**config.mk**
```make
export PLATFORM = sky130hd
export DESIGN_NAME = button_conditioner
export DESIGN_NICKNAME = d
export VERILOG_FILES = /design/src/rtl/button_conditioner.sv
export SDC_FILE = /design/constraint.sdc
export NUM_CORES = 1
export LEC_CHECK = 0
export ABC_AREA = 1
export CAP_MARGIN = 25
export CORE_MARGIN = 2
export CORE_UTILIZATION = 63
export CTS_BUF_LIST = sky130_fd_sc_hd__clkbuf_2
export DETAILED_ROUTE_END_ITERATION = 7
export PLACE_DENSITY = 0.8
export SYNTH_ARGS = -nofsm -noshare
export SYNTH_HDL_FRONTEND = slang
export SYNTH_SLANG_ARGS = --single-unit
```
**constraint.sdc**
```tcl
create_clock -name clk -period 2.2 [get_ports clk]
set_input_delay 0.44 -clock clk [delete_from_list [all_inputs] [get_ports clk]]
set_output_delay 0.44 -clock clk [all_outputs]
set_load 0.03 [all_outputs]
```
**src/rtl/button_conditioner.sv**
```systemverilog
// Six-channel push-button front end: two-flop synchroniser, debounce, press pulse
// and per-channel auto-repeat, with all output pulses registered.
module button_conditioner #(
  parameter int unsigned DEBOUNCE_CYCLES = 50000,
  parameter int unsigned CNT_W           = 16,
  parameter int unsigned REPEAT_DELAY    = 4000000,
  parameter int unsigned REPEAT_PERIOD   = 1000000,
  parameter int unsigned TMR_W           = 23,
  parameter logic [5:0]  REPEAT_MASK     = 6'b001111
) (
  input  logic       clk,
  input  logic       reset_n,
  input  logic [5:0] btn_raw,
  output logic       move_left,
  output logic       move_right,
  output logic       aim_left,
  output logic       aim_right,
  output logic       shoot,
  output logic       start_new_game,
  output logic [5:0] btn_level
);

  typedef enum logic [1:0] {IDLE, DELAY, REPEAT} rep_state_t;

  logic [5:0]       sync1, sync2, stable, stable_d;
  logic [5:0]       press, rep_pulse, pulse_q;
  logic [CNT_W-1:0] cnt [6];

  always_ff @(posedge clk or negedge reset_n) begin
    if (!reset_n) begin
      sync1    <= '0;
      sync2    <= '0;
      stable   <= '0;
      stable_d <= '0;
      pulse_q  <= '0;
      for (int unsigned i = 0; i < 6; i++) cnt[i] <= '0;
    end else begin
      sync1    <= btn_raw;
      sync2    <= sync1;
      stable_d <= stable;
      pulse_q  <= press | rep_pulse;
      // A disagreement must persist DEBOUNCE_CYCLES consecutive cycles to be accepted.
      for (int unsigned i = 0; i < 6; i++) begin
        if (sync2[i] == stable[i]) begin
          cnt[i] <= '0;
        end else if (cnt[i] == CNT_W'(DEBOUNCE_CYCLES - 1)) begin
          stable[i] <= sync2[i];
          cnt[i]    <= '0;
        end else begin
          cnt[i] <= cnt[i] + CNT_W'(1);
        end
      end
    end
  end

  assign press = stable & ~stable_d;

  for (genvar g = 0; g < 6; g++) begin : g_rep
    rep_state_t       state, state_next;
    logic [TMR_W-1:0] tmr, tmr_next;
    logic             fire;

    always_ff @(posedge clk or negedge reset_n) begin
      if (!reset_n) begin
        state <= IDLE;
        tmr   <= '0;
      end else begin
        state <= state_next;
        tmr   <= tmr_next;
      end
    end

    always_comb begin
      state_next = state;
      tmr_next   = tmr + TMR_W'(1);
      case (state)
        IDLE: begin
          tmr_next = '0;
          if (REPEAT_MASK[g] && press[g]) state_next = DELAY;
        end
        DELAY: begin
          if (!stable[g]) begin
            state_next = IDLE;
            tmr_next   = '0;
          end else if (tmr == TMR_W'(REPEAT_DELAY - 1)) begin
            state_next = REPEAT;
            tmr_next   = '0;
          end
        end
        REPEAT: begin
          if (!stable[g]) begin
            state_next = IDLE;
            tmr_next   = '0;
          end else if (tmr == TMR_W'(REPEAT_PERIOD - 1)) begin
            tmr_next = '0;
          end
        end
        default: begin
          state_next = IDLE;
          tmr_next   = '0;
        end
      endcase
    end

    // Release wins: a repeat fires only while the debounced level is still high.
    always_comb begin
      fire = 1'b0;
      case (state)
        DELAY:   fire = stable[g] && (tmr == TMR_W'(REPEAT_DELAY - 1));
        REPEAT:  fire = stable[g] && (tmr == TMR_W'(REPEAT_PERIOD - 1));
        default: fire = 1'b0;
      endcase
    end

    assign rep_pulse[g] = fire;
  end

  assign move_left      = pulse_q[0];
  assign move_right     = pulse_q[1];
  assign aim_left       = pulse_q[2];
  assign aim_right      = pulse_q[3];
  assign shoot          = pulse_q[4];
  assign start_new_game = pulse_q[5];
  assign btn_level      = stable;

endmodule

```
==> results of run 1 <==
==> per-stage QoR <==
stage                     area [sq um]  setup WS [ps]
final                            13250          103.8
after global routing             13250          5.995
after CTS                        13230          2.989
after detailed placement         12720          243.0
after global placement           12720          359.2
after floorplan                  12240          610.8
==> area by class of cell <==
type / instances / area share, %
Inverter: 170 / 4.814
Sequential cell: 226 / 42.70
Tap cell: 260 / 2.454
Antenna cell: 1 / 0.01888
Clock buffer: 75 / 2.832
Multi-Input combinational cell: 1186 / 43.93
Clock inverter: 22 / 0.7458
Timing Repair Buffer: 32 / 2.511
==> what timing repair did <==
item | 4_1_cts | 5_1_grt
gates cloned | 0 | 0
hold buffers | 4 | 1
hold endpoints to repair | 206 | 1
endpoints found under the setup margin | 12 | 4
setup buffers | 0 | 2
gates resized for setup | 21 | 3
==> layer usage <==
metal	track usage [%]	part of all wire, %	routed length (um)	vias up
met3	3.899	5.2	1241	46
met2	40.58	47	11200	262
met1	32.97	46	10950	4798
li1	-	-	-	5215
met4	7.534	1.9	454	0
met5	0	0	0	-
==> cell families (layout without fill, tap and decap cells) <==
logic type                 count (synthesis)  count (layout)  share of synthesized area [%]
AOI/OAI and AO/OA                         43              43                          1.902
xor gates and xnor gates                 113             113                          8.089
adders and majority gates                 22              22                          2.250
buffers and inverters                    184             299                          6.197
DFF                                      226             226                          46.22
other                                      0               1                              0
and+or+nand+nor                         1008            1008                          35.34
==> Yosys cell counts, drive strengths merged <==
library cell and instances:
nand3b 2, or2 10, a211oi 1, nand4 39, nor2 386, nand3 129
o21bai 3, nor3 52, dfrtp 226, inv 170, a31o 1, nand2 372
xnor2 26, and3 1, o22ai 1, o21ai 15, o31ai 1, nor3b 7
a21oi 21, ha 22, xor2 87, nor4 10, buf 14
==> registers in the layout, indices dropped and copies added, names as in the netlist <==
signal       cells
sync1            6
cnt             96
g_rep.tmr       92
sync2            6
pulse_q          6
stable_d         6
btn_level        6
g_rep.state      8
==> power by group through the flow <==
stage | registers [W] | logic (W) | clock network [W]
CTS | 0.00421 | 0.000210 | 0.00271
global route | 0.00422 | 0.000240 | 0.00294
floorplan | 0.00429 | 0.0000685 | 0
finish | 0.00421 | 0.000202 | 0.00261
detailed placement | 0.00430 | 0.000203 | 0
global placement | 0.00429 | 0.000197 | 0
==> cell usage in the layout (no fill, tap or decap), drive strengths merged, types with 6 or more instances in the layout <==
master	netlist	final
buf	14	9
nor3b	7	7
nor4	10	10
a21oi	21	21
nand2	372	372
xnor2	26	26
xor2	87	87
inv	170	171
clkbuf	0	76
or2	10	10
dfrtp	226	226
ha	22	22
o21ai	15	15
clkdlybuf4s50	0	6
nor3	52	52
nand4	39	39
nand3	129	129
clkinv	0	21
dlygate4sd2	0	7
nor2	386	386
==> worst paths after layout <==
check	cells past startpoint	to	slack [ps]
worst min-delay path	1	sync1[5]	90
max in group asynchronous	3	g_rep[2].tmr[15]	1350
worst min register to register	0	sync2[2]	360
worst max-delay path	1	btn_level[3]	100
min in group asynchronous	2	g_rep[1].tmr[16]	180
worst max register to register	8	g_rep[1].tmr[4]	250
==> run metrics, run 1 <==
CTS buffer count 57; number of global-route vias before repair 9818; Min Clock Period, post-route 2096 ps; Synth Register Bits 226; Initial Utilization 64.76%; Congestion Overflow GR 0; drt wl/cell 12.09 um; Overall Global Routing Usage 24.33%; H-tree levels 2; Port Buffers 19; Fillers 1602; worst r2r src g_rep[1].tmr[0]; max cap viols 0; Slew Limit Fails 0; vias per cell 5.234; Layout Nets 1703; Residual DRC 0; fmax 477.0 MHz; DR iter-0 viols 724; CP max FO 7; Synth area leaders dfrtp_1 (46%), nor2_1 (12%), nand2_1 (11%); worst-path cell chain clkdlybuf4s15_1; Worst VDD drop 0.4198 mV; pin count of the biggest net entering global routing 67; CP startpoint btn_level[3]; Comb power frac 2.9%; initial antenna violation count 1; area grow syn2layout 8.324%; CTS max path bufs 3; Slew Limit Headroom 65.47%; crit path launch type flip-flop; hold path start btn_raw[5]; Synth Area per Inst 7.666 sq um; utilization after layout 70.15%; first-pass GRT wire length 41970 um; worst slew pin tran 518.0 ps; switching share of power 26.02%; Data arrival, critical path 1660 ps; endpoints failing hold 0; Core Area 18890 sq um; worst clock skew 58.55 ps; Via Count 10320; post-synth top area share 46.22%; class of the most critical hold timing path in2reg; CP required 1760 ps; Yosys cell types 33; pwr/cell area 529.9 nW/um^2; status complete, no violations; sequential fraction of the synthesis area 46.22%; Cell Area, Synth 12240 sq um; Yosys warning total 0; Layout Cells excl Fill 1972; Ports 20; TritonCTS clock tree done; Post-DP HPWL 17130 um; kind of critical path reg2out; placer congestion estimate 0.9356; worst hold slack 87.95 ps; placed cell count 1867; Die H 143.4 um; share of cells above drive strength 1 8.124%; cell-internal power 0.005196 W; clock share of power 37.1%; Buf/Inv on CP 1; Final TNS setup 0 ps; cell taking the most area after synthesis dfrtp_1; crit-path leading delay family flip-flops; clk slew on worst S/H paths 90 ps; final setup fails 0; row count 50; area of the multi-input gates 5822 sq um; FF+latch area 5659 sq um; TritonCTS Sinks 226; P_sw 0.001828 W; Static Leakage 5.877 nW; Critical Path Max Stage Delay 470 ps; WL final 23850 um; Slowest cell on crit path dfrtp_1; Routed Antenna Nets 0; Chip Width 143.4 um; Period Utilization, post-route 95.28%; Sequential Power Share 60.0%; Initial DRT Pass Iterations 5; RSZ-0062 raised after global routing false; post-synthesis cell count 1596; die area 20550 sq um; post-synthesis net count 1626; worst-skew pair later-pin latency 830 ps; Root Driver clkbuf_2; Critical Path End Type output pin; Tot Pwr 0.007023 W
(Power assumes the default switching activity.)
==> run 2: changes to the inputs <==
- CORE_UTILIZATION: 63 -> 65
- PLACE_DENSITY: 0.8 -> 0.82
==> run 2 against run 1 <==
  * Global-route usage grew 0.34 points
  * Maximum frequency is 1.1% higher
  * Routed wire length down 1.7%
  * Power is 2.2% higher
  * Largest cell class unchanged
  * Sequential power is essentially flat
  * Sequential cell count is the same
  * Critical path type unchanged
  * Highest routed layer unchanged
  * Clock power is 6% higher
  * Non-clock buffer count fell by 4
  * First-iteration DRC count fell by 26%
  * Via count is 1.5% lower
  * Largest power group unchanged
==> run metrics, run 2 (same netlist as run 1, synthesis figures left out) <==
status complete, no violations; Slew Limit Headroom 67.56%; worst slew pin tran 482.8 ps; worst-path cell chain dlygate4sd2_1; worst-skew pair later-pin latency 800 ps; Routed Antenna Nets 0; Critical Path Max Stage Delay 420 ps; Congestion Overflow GR 0; worst clock skew 40.13 ps; Crit path depth 1; final setup fails 0; fmax 482.5 MHz; pwr/cell area 542.8 nW/um^2; Tot Pwr 0.007179 W; Slowest cell on crit path dlygate4sd2_1; Port Buffers 19; crit-path leading delay family buffers and inverters; Chip Width 141.2 um; max cap viols 0; CP max FO 4; Initial DRT Pass Iterations 5; Reg with most FFs cnt; R2R depth 10; Overall Global Routing Usage 24.67%; Critical Path End Type output pin; Die H 141.2 um; class of the most critical hold timing path in2reg; vias per cell 5.241; total setup buffers inserted after CTS 0; RSZ-0062 raised after global routing false; die area 19940 sq um; CTS buffer count 56; Buf/Inv on CP 1; initial antenna violation count 1; CP startpoint btn_level[4]; pin count of the biggest net entering global routing 59; placer congestion estimate 0.9384; share of cells above drive strength 1 7.742%; DR iter-0 viols 537; Initial Utilization 65.85%; Residual DRC 0; commonest cells after routing, fill and taps aside nor2_1 (375), nand2_1 (362), dfrtp_1 (224); worst r2r src g_rep[2].tmr[0]; Root Driver clkbuf_2; CTS max path bufs 3; crit path launch type flip-flop; max reg flops 96; Core Area 18580 sq um; Period Utilization, post-route 94.20%; Worst VDD drop 0.3524 mV; first-pass GRT wire length 41950 um; Data arrival, critical path 1630 ps; Ports 20; WL final 23450 um; TritonCTS clock tree done; Final TNS setup 0 ps; TritonCTS Sinks 226; drt wl/cell 12.09 um; endpoints failing hold 0; clk slew on worst S/H paths 90 ps; kind of critical path reg2out; CP required 1760 ps; largest registers cnt: 96 flops, g_rep.tmr: 92 flops, g_rep.state: 8 flops; number of global-route vias before repair 9972; flop2flop setup slack 250 ps; Slew Limit Fails 0; Crit Reg-Reg Endpoint g_rep[2].tmr[22]; area grow syn2layout 8.099%; hold path start btn_raw[1]; Post-DP HPWL 16940 um; Via Count 10170; critical path endpoint btn_level[4]; H-tree levels 2; Layout Nets 1698; Min Clock Period, post-route 2072 ps; Static Leakage 5.874 nW; commonest non-fill, non-tap cell in the layout nor2_1; row count 50
[run 2: cell count changes in the layout (fill, tap and decap cells not counted), sizes merged]
cell	change
bufinv	+2
dlygate4sd3	-1
clkinv	-2
clkbuf	-4
dlygate4sd2	+1
clkinvlp	+1
buf	-3
[run 2: timing repair]
action                                 4_1_cts  5_1_grt
hold buffers                                 4        0
endpoints found under the hold margin      229        0
resized for setup                           18        2
setup endpoints to repair                   12        2
[run 2: cell type report]
| class | count | area [sq um] |
|---|---|---|
| inverters | 170 | 638.1 |
| fillers | 1496 | 5354 |
| repair buffers | 28 | 302.8 |
| clock inverters | 23 | 150.1 |
| diodes | 1 | 2.502 |
| multi-input cells | 1186 | 5822 |
| flip-flops and latches | 226 | 5658 |
| clock buffers | 72 | 360.3 |
| well taps | 234 | 292.8 |
[run 2: where the power goes]
group	internal, W	switching (W)	total (W)	leakage (nW)
sequential	0.00419	0.0000259	0.00421	3.11
clock	0.00114	0.00163	0.00277	0.376
combinational	0.0000576	0.000137	0.000195	2.39
total	0.00539	0.00179	0.00718	5.87
[run 2: stage by stage]
step,instance area [sq um],hold WS [ps],setup slack [ps],util [%],instances
detailed placement,12680,335.8,267.4,68.24,1840
global placement,12680,332.7,363.3,68.24,1840
global route,13230,14.48,13.39,71.19,1940
CTS,13220,7.379,2.978,71.16,1939
floorplan,12240,144.4,610.8,-,1596
finish,13230,97.44,127.6,71.19,1940
[run 2: metal layers]
metal | track usage [%] | part of all wire, %
met2 | 41.13 | 48
met1 | 32.75 | 46
met5 | 0 | 0
met4 | 9.158 | 1.7
met3 | 4.076 | 4.3
[run 2: worst min-delay path by stage]
stage	endpoint	slack, ps	cells past startpoint
finish	sync1[1]	100	1
global route	sync1[1]	10	1
floorplan	btn_level[0]	140	0
global placement	sync2[2]	330	0
detailed placement	sync2[5]	340	0
CTS	sync1[1]	7	1
